### src/rtl/pc_seq_pkg.sv
// Shared types and constants for the PC sequencer: state encoding, MIPS
// opcode/funct values and PC mux select codes. The EXCEPT state exists only
// when PC_SEQ_EXCEPTION_EN is defined.
package pc_seq_pkg;

    typedef enum logic [3:0] {
        S_RST        = 4'd0,
        S_FETCH      = 4'd1,
        S_FETCH_DONE = 4'd2,
        S_DECODE     = 4'd3,
        S_BRANCH     = 4'd4,
        S_JUMP       = 4'd5,
        S_JREG       = 4'd6,
        S_EXEC       = 4'd7,
        S_EXEC_WAIT  = 4'd8
`ifdef PC_SEQ_EXCEPTION_EN
        , S_EXCEPT   = 4'd9
`endif
    } state_t;

    localparam logic [5:0] OP_RTYPE = 6'h00;
    localparam logic [5:0] OP_J     = 6'h02;
    localparam logic [5:0] OP_JAL   = 6'h03;
    localparam logic [5:0] OP_BEQ   = 6'h04;
    localparam logic [5:0] OP_BNE   = 6'h05;
    localparam logic [5:0] OP_ADDI  = 6'h08;
    localparam logic [5:0] OP_ADDIU = 6'h09;
    localparam logic [5:0] OP_ANDI  = 6'h0c;
    localparam logic [5:0] OP_ORI   = 6'h0d;
    localparam logic [5:0] OP_LUI   = 6'h0f;
    localparam logic [5:0] OP_LW    = 6'h23;
    localparam logic [5:0] OP_SW    = 6'h2b;

    localparam logic [5:0] FUNCT_JR = 6'h08;

    localparam int PC_SRC_W = 3;
    localparam logic [PC_SRC_W-1:0] PC_SRC_PC4    = 3'd0;
    localparam logic [PC_SRC_W-1:0] PC_SRC_BRANCH = 3'd1;
    localparam logic [PC_SRC_W-1:0] PC_SRC_JUMP   = 3'd2;
    localparam logic [PC_SRC_W-1:0] PC_SRC_JR     = 3'd3;
    localparam logic [PC_SRC_W-1:0] PC_SRC_EXC    = 3'd4;

    // Non-R-type opcodes that are handed to the execute controller.
    function automatic logic is_exec_op(input logic [5:0] op);
        case (op)
            OP_ADDI, OP_ADDIU, OP_ANDI, OP_ORI, OP_LUI, OP_LW, OP_SW: return 1'b1;
            default: return 1'b0;
        endcase
    endfunction

endpackage

### src/rtl/pc_seq_wait_cnt.sv
// Instruction-memory wait counter. Counts FETCH cycles and flags the last one
// (count == MEM_WAIT_CYCLES-1); clear has priority over increment.
module pc_seq_wait_cnt #(
    parameter int CNT_W           = 4,
    parameter int MEM_WAIT_CYCLES = 2
) (
    input  logic clk,
    input  logic reset_n,
    input  logic inc_i,
    input  logic clr_i,
    output logic tc_o
);

    logic [CNT_W-1:0] cnt_q, cnt_d;

    // Next count: clear wins, otherwise step while fetching.
    always_comb begin
        cnt_d = cnt_q;
        if (clr_i) begin
            cnt_d = '0;
        end else if (inc_i) begin
            cnt_d = cnt_q + CNT_W'(1);
        end
    end

    // Count register, zeroed by the asynchronous reset.
    always_ff @(posedge clk or negedge reset_n) begin
        if (!reset_n) begin
            cnt_q <= '0;
        end else begin
            cnt_q <= cnt_d;
        end
    end

    assign tc_o = (cnt_q == CNT_W'(MEM_WAIT_CYCLES - 1));

endmodule

### src/rtl/pc_sequencer_fsm.sv
// Multicycle fetch / PC-update sequencer for the MIPS-subset core.
// Moore FSM: every output decodes from registered state only. Opcode-dependent
// outputs in BRANCH/JUMP use flags captured in DECODE.
// Optional macro PC_SEQ_EXCEPTION_EN adds the EXCEPT state and epc_write port;
// without it illegal opcodes behave as a NOP.
// Handshake: exec_start is a one-cycle pulse; the FSM then waits in EXEC_WAIT
// for a one-cycle exec_done pulse (exec_done is ignored in every other state).
module pc_sequencer_fsm
    import pc_seq_pkg::*;
#(
    parameter int MEM_WAIT_CYCLES = 2,
    parameter int CNT_W           = 4
) (
    input  logic                clk,
    input  logic                reset_n,
    input  logic [5:0]          opcode,
    input  logic [5:0]          funct,
    input  logic                exec_done,
    output logic                mem_read,
    output logic                ir_write,
    output logic                pc_write,
    output logic                isBEQ,
    output logic                isBNE,
    output logic [PC_SRC_W-1:0] pc_source,
    output logic                br_calc,
    output logic                link_write,
    output logic                exec_start,
`ifdef PC_SEQ_EXCEPTION_EN
    output logic                epc_write,
`endif
    output state_t              dbg_state
);

    state_t state_q, state_d;
    logic   is_bne_q, is_bne_d;
    logic   is_jal_q, is_jal_d;
    logic   fetch_tc;

    pc_seq_wait_cnt #(
        .CNT_W           (CNT_W),
        .MEM_WAIT_CYCLES (MEM_WAIT_CYCLES)
    ) u_wait_cnt (
        .clk     (clk),
        .reset_n (reset_n),
        .inc_i   (state_q == S_FETCH),
        .clr_i   ((state_q == S_FETCH) && fetch_tc),
        .tc_o    (fetch_tc)
    );

    // State and opcode-flag registers.
    always_ff @(posedge clk or negedge reset_n) begin
        if (!reset_n) begin
            state_q  <= S_RST;
            is_bne_q <= 1'b0;
            is_jal_q <= 1'b0;
        end else begin
            state_q  <= state_d;
            is_bne_q <= is_bne_d;
            is_jal_q <= is_jal_d;
        end
    end

    // Next-state logic and DECODE-time opcode flag capture.
    always_comb begin
        state_d  = state_q;
        is_bne_d = is_bne_q;
        is_jal_d = is_jal_q;
        case (state_q)
            S_RST:        state_d = S_FETCH;
            S_FETCH:      if (fetch_tc) state_d = S_FETCH_DONE;
            S_FETCH_DONE: state_d = S_DECODE;
            S_DECODE: begin
                is_bne_d = (opcode == OP_BNE);
                is_jal_d = (opcode == OP_JAL);
                if (opcode == OP_BEQ || opcode == OP_BNE) begin
                    state_d = S_BRANCH;
                end else if (opcode == OP_J || opcode == OP_JAL) begin
                    state_d = S_JUMP;
                end else if (opcode == OP_RTYPE) begin
                    state_d = (funct == FUNCT_JR) ? S_JREG : S_EXEC;
                end else if (is_exec_op(opcode)) begin
                    state_d = S_EXEC;
                end else begin
`ifdef PC_SEQ_EXCEPTION_EN
                    state_d = S_EXCEPT;
`else
                    state_d = S_FETCH;
`endif
                end
            end
            S_BRANCH:     state_d = S_FETCH;
            S_JUMP:       state_d = S_FETCH;
            S_JREG:       state_d = S_FETCH;
            S_EXEC:       state_d = S_EXEC_WAIT;
            S_EXEC_WAIT:  if (exec_done) state_d = S_FETCH;
`ifdef PC_SEQ_EXCEPTION_EN
            S_EXCEPT:     state_d = S_FETCH;
`endif
            default:      state_d = S_RST;
        endcase
    end

    // Moore output decode; everything idles at zero unless the state says so.
    always_comb begin
        mem_read   = 1'b0;
        ir_write   = 1'b0;
        pc_write   = 1'b0;
        isBEQ      = 1'b0;
        isBNE      = 1'b0;
        pc_source  = PC_SRC_PC4;
        br_calc    = 1'b0;
        link_write = 1'b0;
        exec_start = 1'b0;
`ifdef PC_SEQ_EXCEPTION_EN
        epc_write  = 1'b0;
`endif
        case (state_q)
            S_FETCH: mem_read = 1'b1;
            S_FETCH_DONE: begin
                mem_read = 1'b1;
                ir_write = 1'b1;
                pc_write = 1'b1;
            end
            S_DECODE: br_calc = 1'b1;
            S_BRANCH: begin
                pc_source = PC_SRC_BRANCH;
                isBEQ     = !is_bne_q;
                isBNE     = is_bne_q;
            end
            S_JUMP: begin
                pc_write   = 1'b1;
                pc_source  = PC_SRC_JUMP;
                link_write = is_jal_q;
            end
            S_JREG: begin
                pc_write  = 1'b1;
                pc_source = PC_SRC_JR;
            end
            S_EXEC: exec_start = 1'b1;
`ifdef PC_SEQ_EXCEPTION_EN
            S_EXCEPT: begin
                epc_write = 1'b1;
                pc_write  = 1'b1;
                pc_source = PC_SRC_EXC;
            end
`endif
            default: ;
        endcase
    end

    assign dbg_state = state_q;

endmodule

### config.mk
export PLATFORM = sky130hd
export DESIGN_NAME = pc_sequencer_fsm
export DESIGN_NICKNAME = d
export VERILOG_FILES = /design/src/rtl/pc_seq_pkg.sv /design/src/rtl/pc_seq_wait_cnt.sv /design/src/rtl/pc_sequencer_fsm.sv
export SDC_FILE = /design/constraint.sdc
export NUM_CORES = 1
export LEC_CHECK = 0
export CAP_MARGIN = 20
export CORE_UTILIZATION = 54
export CTS_BUF_LIST = sky130_fd_sc_hd__clkbuf_8 sky130_fd_sc_hd__clkbuf_16
export CTS_CLUSTER_DIAMETER = 40
export DETAILED_ROUTE_END_ITERATION = 12
export DONT_BUFFER_PORTS = 1
export PLACE_DENSITY = 0.78
export SETUP_SLACK_MARGIN = 0.3
export SLEW_MARGIN = 20
export SYNTH_ARGS = -nofsm -noshare
export SYNTH_HDL_FRONTEND = slang
export SYNTH_HIERARCHICAL = 1
export SYNTH_SLANG_ARGS = --single-unit
### constraint.sdc
create_clock -name clk -period 1.8 [get_ports clk]
set_input_delay 0.18 -clock clk [delete_from_list [all_inputs] [get_ports clk]]
set_output_delay 0.18 -clock clk [all_outputs]
set_load 0.02 [all_outputs]
# Word-level counts from Yosys, hierarchy flattened
# Cells that the tools add are included.
# word_totals
regBits,10
out_inout_bits,15
word_cells,64
# op_classes
n_addsub,1
eq_ne,23
mux,24
n_reduce_logical,12
# op_table
operator,n
$eq A6 B4 Y1 const B,6
$pmux W4 S6,1
$eq A4 B3 Y1 const B,4
$mux W4,4
$mux W1,14
$eq A6 B2 Y1 const B,2
$eq A6 B3 Y1 const B,2
$eq A6 B6 Y1 const B,2
$mux W3,4
$eq A4 B1 Y1 const B,2
$eq A4 B2 Y1 const B,2
$reduce_or A7 Y1,1
$logic_not A6 Y1,1
$pmux W2 S3,1
$add A4 B1 Y4 const B,1
$eq A4 B4 Y1 const B,1
$logic_not A4 Y1,1
$ne A2 B2 Y1 const B,2
$reduce_or A4 Y1,1
$reduce_or A3 Y1,1
$logic_or A1 B1 Y1,2
$reduce_and A2 Y1,1
$reduce_bool A2 Y1,1
$reduce_or A2 Y1,1
2 further kinds,2

# Logic depth before layout (Yosys ltp)
# Gate-level depths: netlist of the first run.
# depth
depth_word,12
depth_mapped,7
depth_no_buf,7

# Modules after synthesis
# The synthesis of the first run kept the hierarchy.
# modules_own_cells
module,n_inst,cells_each,area_per_inst_um2,seq_area_each_um2
pc_sequencer_fsm,1,71,545.5,150.1
pc_seq_wait_cnt,1,20,221.5,100.1

# Worst setup path before layout of the first run
# OpenSTA, ideal clock, no wires.
# synth_path
kind,register -> output
from,"reg state_q[2], in the netlist dbg_state[2]"
to,out isBNE
arrival_time_ns,1.652
slack_ns,-0.032
stages_incl_launch_ff,4
n_path_buf,1
path_cell_list,dfrtp_1 > buf_2 > nand2b_1 > nor4b_1
# synth_between
elab_chain_len,2
# synth_lines
item,line,text
"start, declared",pc_sequencer_fsm.sv:34,"state_t state_q, state_d;"
"start signal, assigned",pc_sequencer_fsm.sv:57,state_q <= state_d;
$eq A4 B3 Y1,pc_sequencer_fsm.sv:117,case (state_q)
$mux W1,pc_sequencer_fsm.sv:117,
"end, declared",pc_sequencer_fsm.sv:23,"output logic isBNE,"
# Every way passes these cells.

# Worst setup path after layout of the first run
# layout_path
from,reg u_wait_cnt.cnt_q[1]
to,"reg state_q[0], in the netlist dbg_state[0]"
# layout_between
elab_chain_len,3
# layout_lines
item,line,text
"start, declared",pc_seq_wait_cnt.sv:14,"logic [CNT_W-1:0] cnt_q, cnt_d;"
"start signal, assigned",pc_seq_wait_cnt.sv:31,cnt_q <= cnt_d;
$eq A4 B1 Y1,pc_seq_wait_cnt.sv:35,assign tc_o = (cnt_q == CNT_W'(MEM_WAIT_CYCLES - 1));
named net fetch_tc,pc_sequencer_fsm.sv:37,logic fetch_tc;
$ne A2 B2 Y1 (no source line),-,
$reduce_and A2 Y1 (no source line),-,
# The timed path passes the listed nets, and every way through them passes these cells.
# A chain may end at the register's enable or synchronous reset.

==> impl_metrics.tcl, run 1 <==
set metrics [dict create \
    viasPerCell 6.93 \
    setup_viol 0 \
    synth-seq-cells 10 \
    r2r_slack_ns 0.08 \
    synthTopCellsByArea "dfrtp_1 33%, nor2_1 5.4%, nand2b_1 4.1%" \
    antenna_cells 0 \
    ys.flop_type "dfrtp_1" \
    whs_ns 0.0988 \
    clkPwrFrac_pct 15.1 \
    final.setup.tns_ns 0 \
    slew_viol_final 0 \
    design_area_um2 1190 \
    io_buffer_count 0 \
    grt_usage_pct 32.4 \
    area_growth_pct 55.3 \
    synth_fp_nets 108 \
    start_util_pct 58.2 \
    design.core.area_um2 1320 \
    finalHoldViolCount 0 \
    min_period_over_period_pct 95.5 \
    rsz0062_at_grt "true" \
    cts_num_sinks 10 \
    rows 13 \
    synthCells 91 \
    p_int_mw 0.922 \
    cp_slowest_cell "dfrtp_1" \
    critical-path-top-delay-family "compound AO/OA/AOI/OAI gates" \
    multi_input_area_um2 627 \
    worst_pin_slew_ns 0.560 \
    synth_top_area_cell "dfrtp_1" \
    status "complete, no violations" \
    synth_edf_count 0 \
    vias 929 \
    drc_errors 0 \
    clk_pin_slew_ns 0.05 \
    cts_tree "done" \
    worstSkewPairLatency_ns 0.24 \
    worst-path-buf-inv 3 \
    n_fill_cell 53 \
    synth_commonest_cells "11 x nor2_1, 10 x dfrtp_1, 6 x a21oi_1" \
    drt_first_pass_iters 4 \
    nNetsFinal 137 \
    netlist_area_um2 767 \
    ys_warn_count 6 \
    start_kind "register" \
    path_cells "inv_1, ha_2, nor3b_4, buf_4, buf_4, nor2b_4, o31ai_2, o32a_1" \
    synth_most_common_cell "nor2_1" \
    clockBufferDepth 2 \
    crit_arrival_ns 1.83 \
    slew_headroom_pct 62.3 \
    io_pins 30 \
    ys_seq_area_share_pct 32.6 \
    ys_types 38 \
    placed_area_um2 895 \
    p_leak_nw 0.518 \
    path_max_fanout 2 \
    power_frac_seq_pct 22.3 \
    root_buffer "clkbuf_8" \
    synth_top_area_share_pct 32.6 \
    die_w_um 39.7 \
    ff_latch_area_um2 255 \
    overflow 0 \
    dp_hpwl_mm 1.33 \
    worstPathRequired_ns 1.91 \
    async_reset_ff_share_pct 100 \
    grt_antenna_before_repair 0 \
    drtIter0Drc 60 \
    max_freq_ghz 0.582 \
    avgSynthCellArea_um2 8.43 \
    grt_pass1_wl_mm 3.23 \
    ant_nets 0 \
    max_stage_delay_ns 0.37 \
    ir_drop_mv 1.04 \
    place.gp.congestion 0.811 \
    die_y_um 39.7 \
    p_sw_mw 0.659 \
    skew_ns 0.00839 \
    grt_pass1_vias 687 \
    numCtsBuffers 3 \
    criticalPathCategory "reg -> reg" \
    h-tree-depth 1 \
    switching_share_pct 41.7 \
    hold_class "in -> reg" \
    grt_max_degree 12 \
    totalWireLength_mm 2.95 \
    path_common_cell "buf_4" \
    endpoint_kind "register" \
    avgRoutedWirePerCell_um 22.0 \
    drive_gt1_share_pct 46.2 \
    die_area_um2 1570 \
    period_minus_slack_ns 1.72 \
    power_density_nw_per_um2 1330 \
    maxCapViolations 0 \
    comb_power_share_pct 62.6 \
    finish.utilization_pct 90.4 \
]
-- registers in the layout, indices dropped and copies added, names as in the netlist --
signal	cells
is_bne_q	1
u_wait_cnt/cnt_q	4
dbg_state	4
is_jal_q	1
-- layout by cell type, fill, tap and decap left out, types with 2 or more instances in the layout --
cell and instances:
buf_6 2, buf_4 25, nor2b_4 2, inv_1 2
clkbuf_8 3, a21oi_1 6, nor3_4 2, nand2b_1 2
o21ai_1 2, nand4_1 2, dfrtp_2 4, dfrtp_1 6
and2b_1 2, nor3_1 3, a211oi_1 2, nand2b_4 3
nor4_1 2, nand3b_1 2, nor2_1 9, nand2_1 5
-- routing by layer --
layer / GRT usage, % / wire [µm] / up-vias
li1: - / - / 388
met1: 43.2 / 1090 / 425
met2: 50.8 / 1410 / 92
met3: 3.98 / 280 / 24
met4: 15.5 / 174 / 0
met5: 0 / 0 / -
-- worst paths after layout --
kind,end,cells after the start,startpoint
worst max register to register,dbg_state[0]$_DFFE_PN0P_,8,u_wait_cnt/cnt_q[1]$_DFFE_PN0P_
min in group asynchronous,dbg_state[1]$_DFFE_PN0P_,1,reset_n
worst min-delay path,is_bne_q$_DFFE_PN0P_,2,opcode[2]
max in group asynchronous,dbg_state[3]$_DFFE_PN0P_,1,reset_n
worst min register to register,is_jal_q$_DFFE_PN0P_,2,is_jal_q$_DFFE_PN0P_
worst max-delay path,dbg_state[0]$_DFFE_PN0P_,8,u_wait_cnt/cnt_q[1]$_DFFE_PN0P_
-- cells by family (layout without fill, tap and decap cells) --
kind of cell             after synthesis  in the layout  share of synthesized area (%)
adder cells (fa/ha/maj)                2              2                           3.26
buffers and inverters                  7             35                           4.40
XOR/XNOR                               1              1                           1.14
AND/OR/NAND/NOR                       48             48                           36.7
flip-flops                            10             10                           32.6
AO/OA/AOI/OAI                         21             21                           19.4
other                                  1              1                          0.489
multiplexers                           1              1                           1.96
-- power by group through the flow --
stage	registers, mW	logic, mW	clock network (mW)
5_1_grt	0.358	1.05	0.253
3_5_place_dp	0.364	0.568	0
3_3_place_gp	0.359	0.538	0
6_report	0.352	0.990	0.239
4_1_cts	0.347	0.786	0.239
2_1_floorplan	0.351	0.435	0
-- through the flow --
stage               setup WS (ns)  power, mW  cells
global route               0.0283       1.66    134
global placement            0.221      0.897    114
floorplan                   0.178      0.786     91
CTS                         0.199       1.37    127
finish                     0.0813       1.58    134
detailed placement         0.0869      0.933    114
-- final cells by class --
class | instances | share of cell area (%)
clock inverter | 1 | 0.315
timing repair buffer | 29 | 19.7
multi-input combinational | 74 | 52.6
inverter | 2 | 0.840
tap | 15 | 1.58
clock buffer | 3 | 3.47
sequential | 10 | 21.4
-- repair_timing --
| action | CTS | global route |
|---|---|---|
| buffers inserted | 8 | 7 |
| hold buffers | 1 | 0 |
| setup endpoints to repair | 16 | 13 |
| hold endpoints to repair | 10 | 0 |
| resized for setup | 17 | 13 |
| pin swaps | 5 | 6 |
Note: power is estimated with default switching activity, not from simulation.
==> run 2: changes to the inputs <==
Settings changed: ABC_AREA set to 1.
==> impl_metrics.tcl, run 2 <==
set metrics [dict create \
    synthTopCellsByArea "dfrtp_1 34%, nand2_1 13%, nor2_1 12%" \
    h-tree-depth 1 \
    max_freq_ghz 0.665 \
    min_period_over_period_pct 83.5 \
    totalWireLength_mm 1.74 \
    clockBufferDepth 2 \
    grt_pass1_vias 720 \
    drc_errors 0 \
    place.gp.congestion 0.748 \
    drive_gt1_share_pct 33.3 \
    placed_cells 132 \
    cp-endpoint "u_wait_cnt/cnt_q[3]$_DFFE_PN0P_" \
    ys_seq_area_share_pct 34.1 \
    antenna_cells 0 \
    vias 770 \
    design.core.area_um2 1190 \
    slew_viol_final 0 \
    rsz0062_at_grt "true" \
    synth_commonest_cells "26 x nand2_1, 23 x nor2_1, 20 x inv_1" \
    grt_max_degree 11 \
    max_stage_delay_ns 0.38 \
    die_w_um 38.9 \
    p_leak_nw 0.465 \
    worst_pin_slew_ns 0.500 \
    synth_fp_nets 133 \
    start_kind "register" \
    status "complete, no violations" \
    p_sw_mw 0.707 \
    criticalPathCategory "reg -> reg" \
    synthCells 116 \
    finalHoldViolCount 0 \
    start_util_pct 61.8 \
    power_frac_seq_pct 30.7 \
    cp_slowest_cell "dfrtp_1" \
    avgSynthCellArea_um2 6.32 \
    grt_antenna_before_repair 0 \
    cts_tree "done" \
    skew_ns 0.00473 \
    crit_arrival_ns 1.63 \
    dp_hpwl_mm 1.13 \
    path_cells "inv_1, ha_1, nor3b_4, inv_2, nor3_4, nor2_2, nor2_4, nand3_1, nand2_1, nor2_2" \
    layout_commonest_cell "nand2_1" \
    avgRoutedWirePerCell_um 12.5 \
    ant_nets 0 \
    synth_top_area_share_pct 34.1 \
    netlist_area_um2 733 \
    fin_cells 140 \
    die_area_um2 1510 \
    final_cell_mix "24 x nand2_1, 16 x nor2_1, 14 x inv_1, 8 x nand3_1" \
    period_minus_slack_ns 1.50 \
    switching_share_pct 48.9 \
    nNetsFinal 145 \
    grt_usage_pct 26.3 \
    clkPwrFrac_pct 15.8 \
    cp-startpoint "u_wait_cnt/cnt_q[1]$_DFFE_PN0P_" \
    ys_warn_count 6 \
    n_fill_cell 97 \
    drtIter0Drc 9 \
    synth_most_common_cell "nand2_1" \
    root_buffer "clkbuf_8" \
    r2r_slack_ns 0.30 \
    path_max_fanout 3 \
    p_int_mw 0.738 \
    worstSkewPairLatency_ns 0.23 \
    overflow 0 \
    final.setup.tns_ns 0 \
    numCtsBuffers 3 \
    cts_num_sinks 10 \
    maxCapViolations 0 \
    r2r_cells 10 \
    endpoint_kind "register" \
    setup_viol 0 \
    viasPerCell 5.50 \
    synth_top_area_cell "dfrtp_1" \
    clk_pin_slew_ns 0.05 \
    ir_drop_mv 1.03 \
    ys.flop_type "dfrtp_1" \
    async_reset_ff_share_pct 100 \
    synth_edf_count 0 \
    drt_first_pass_iters 4 \
    worstPathRequired_ns 1.92 \
    r2r-end "u_wait_cnt/cnt_q[3]$_DFFE_PN0P_" \
    power_density_nw_per_um2 1560 \
    slew_headroom_pct 66.6 \
    die_y_um 38.9 \
    path_common_cell "nor2_2" \
    hold_class "in -> reg" \
    io_buffer_count 0 \
    grt_pass1_wl_mm 2.68 \
    rows 12 \
    comb_power_share_pct 53.4 \
    synth-seq-cells 10 \
    io_pins 30 \
    ys_types 21 \
    area_growth_pct 26.6 \
    worstReg2RegStart "u_wait_cnt/cnt_q[1]$_DFFE_PN0P_" \
]
==> run 2: changes by cell type in the layout (fill, tap and decap cells not counted), sizes merged, moves of 5 or more <==
cell    change
nor2       +16
nand3       +7
buf        -21
nand2      +23
inv        +19
nand2b      -5
==> run 2: worst min path at each step <==
| stage | startpoint | cells past startpoint | to |
|---|---|---|---|
| after floorplan | reset_n | 0 | dbg_state[0]$_DFFE_PN0P_ |
| after global placement | reset_n | 0 | is_bne_q$_DFFE_PN0P_ |
| after detailed placement | reset_n | 0 | is_jal_q$_DFFE_PN0P_ |
| after CTS | opcode[0] | 2 | is_bne_q$_DFFE_PN0P_ |
| after global routing | opcode[0] | 2 | is_jal_q$_DFFE_PN0P_ |
| final | opcode[0] | 2 | is_bne_q$_DFFE_PN0P_ |
==> run 2: layout make-up <==
cell class	instances	area, µm²	area share, %
Timing Repair Buffer	8	62.6	6.74
Multi-Input combinational cell	82	462	49.7
Tap cell	14	17.5	1.89
Inverter	23	90.1	9.70
Clock buffer	3	41.3	4.45
Sequential cell	10	255	27.5
==> run 2: kinds of logic (layout without fill, tap and decap cells) <==
logic type | Yosys count | count (layout) | synth area share (%)
compound gates | 9 | 9 | 6.48
fa+ha+maj | 2 | 2 | 3.41
buf+inv | 24 | 34 | 13.0
flops | 10 | 10 | 34.1
other cells | 1 | 1 | 0.511
simple gates | 70 | 70 | 42.5
==> run 2: timing repair <==
| item | 4_1_cts | 5_1_grt |
|---|---|---|
| endpoints found under the setup margin | 8 | 9 |
| hold buffers | 1 | 0 |
| hold endpoints to repair | 10 | 0 |
| pin swaps | 4 | 3 |
| setup buffers | 4 | 0 |
| gates resized for setup | 16 | 14 |
==> run 2: through the flow <==
stage / hold slack (ns) / area [µm²] / total power [mW] / utilization, % / setup WS [ns]
2_1_floorplan: -0.116 / 738 / 0.893 / - / 0.301
3_3_place_gp: -0.115 / 771 / 0.999 / 65.0 / 0.321
3_5_place_dp: -0.115 / 771 / 1.02 / 65.0 / 0.211
4_1_cts: 0.111 / 891 / 1.34 / 75.1 / 0.300
5_1_grt: 0.120 / 928 / 1.55 / 78.3 / 0.213
6_report: 0.112 / 928 / 1.44 / 78.3 / 0.297
==> run 2: power groups by stage <==
stage	Combinational (mW)	Sequential (mW)	Clock, mW
5_1_grt	0.854	0.456	0.242
4_1_cts	0.688	0.420	0.232
3_5_place_dp	0.601	0.415	0
6_report	0.772	0.444	0.229
2_1_floorplan	0.494	0.399	0
3_3_place_gp	0.586	0.412	0
==> run 2: worst max-delay path, delay by kind of cell, from the launching register on <==
family | cells | cell delay (ns)
adder cells (fa/ha/maj) | 1 | 0.13
buffers and inverters | 2 | 0.13
flip-flops | 1 | 0.38
AND/OR/NAND/NOR | 7 | 0.76
==> run 2: routing by layer <==
metal,vias up,track usage [%],wire [µm]
met5,-,0,0
met4,0,7.76,19
met3,4,8.67,121
met2,38,50.8,885
met1,353,25.7,718
li1,375,-,-
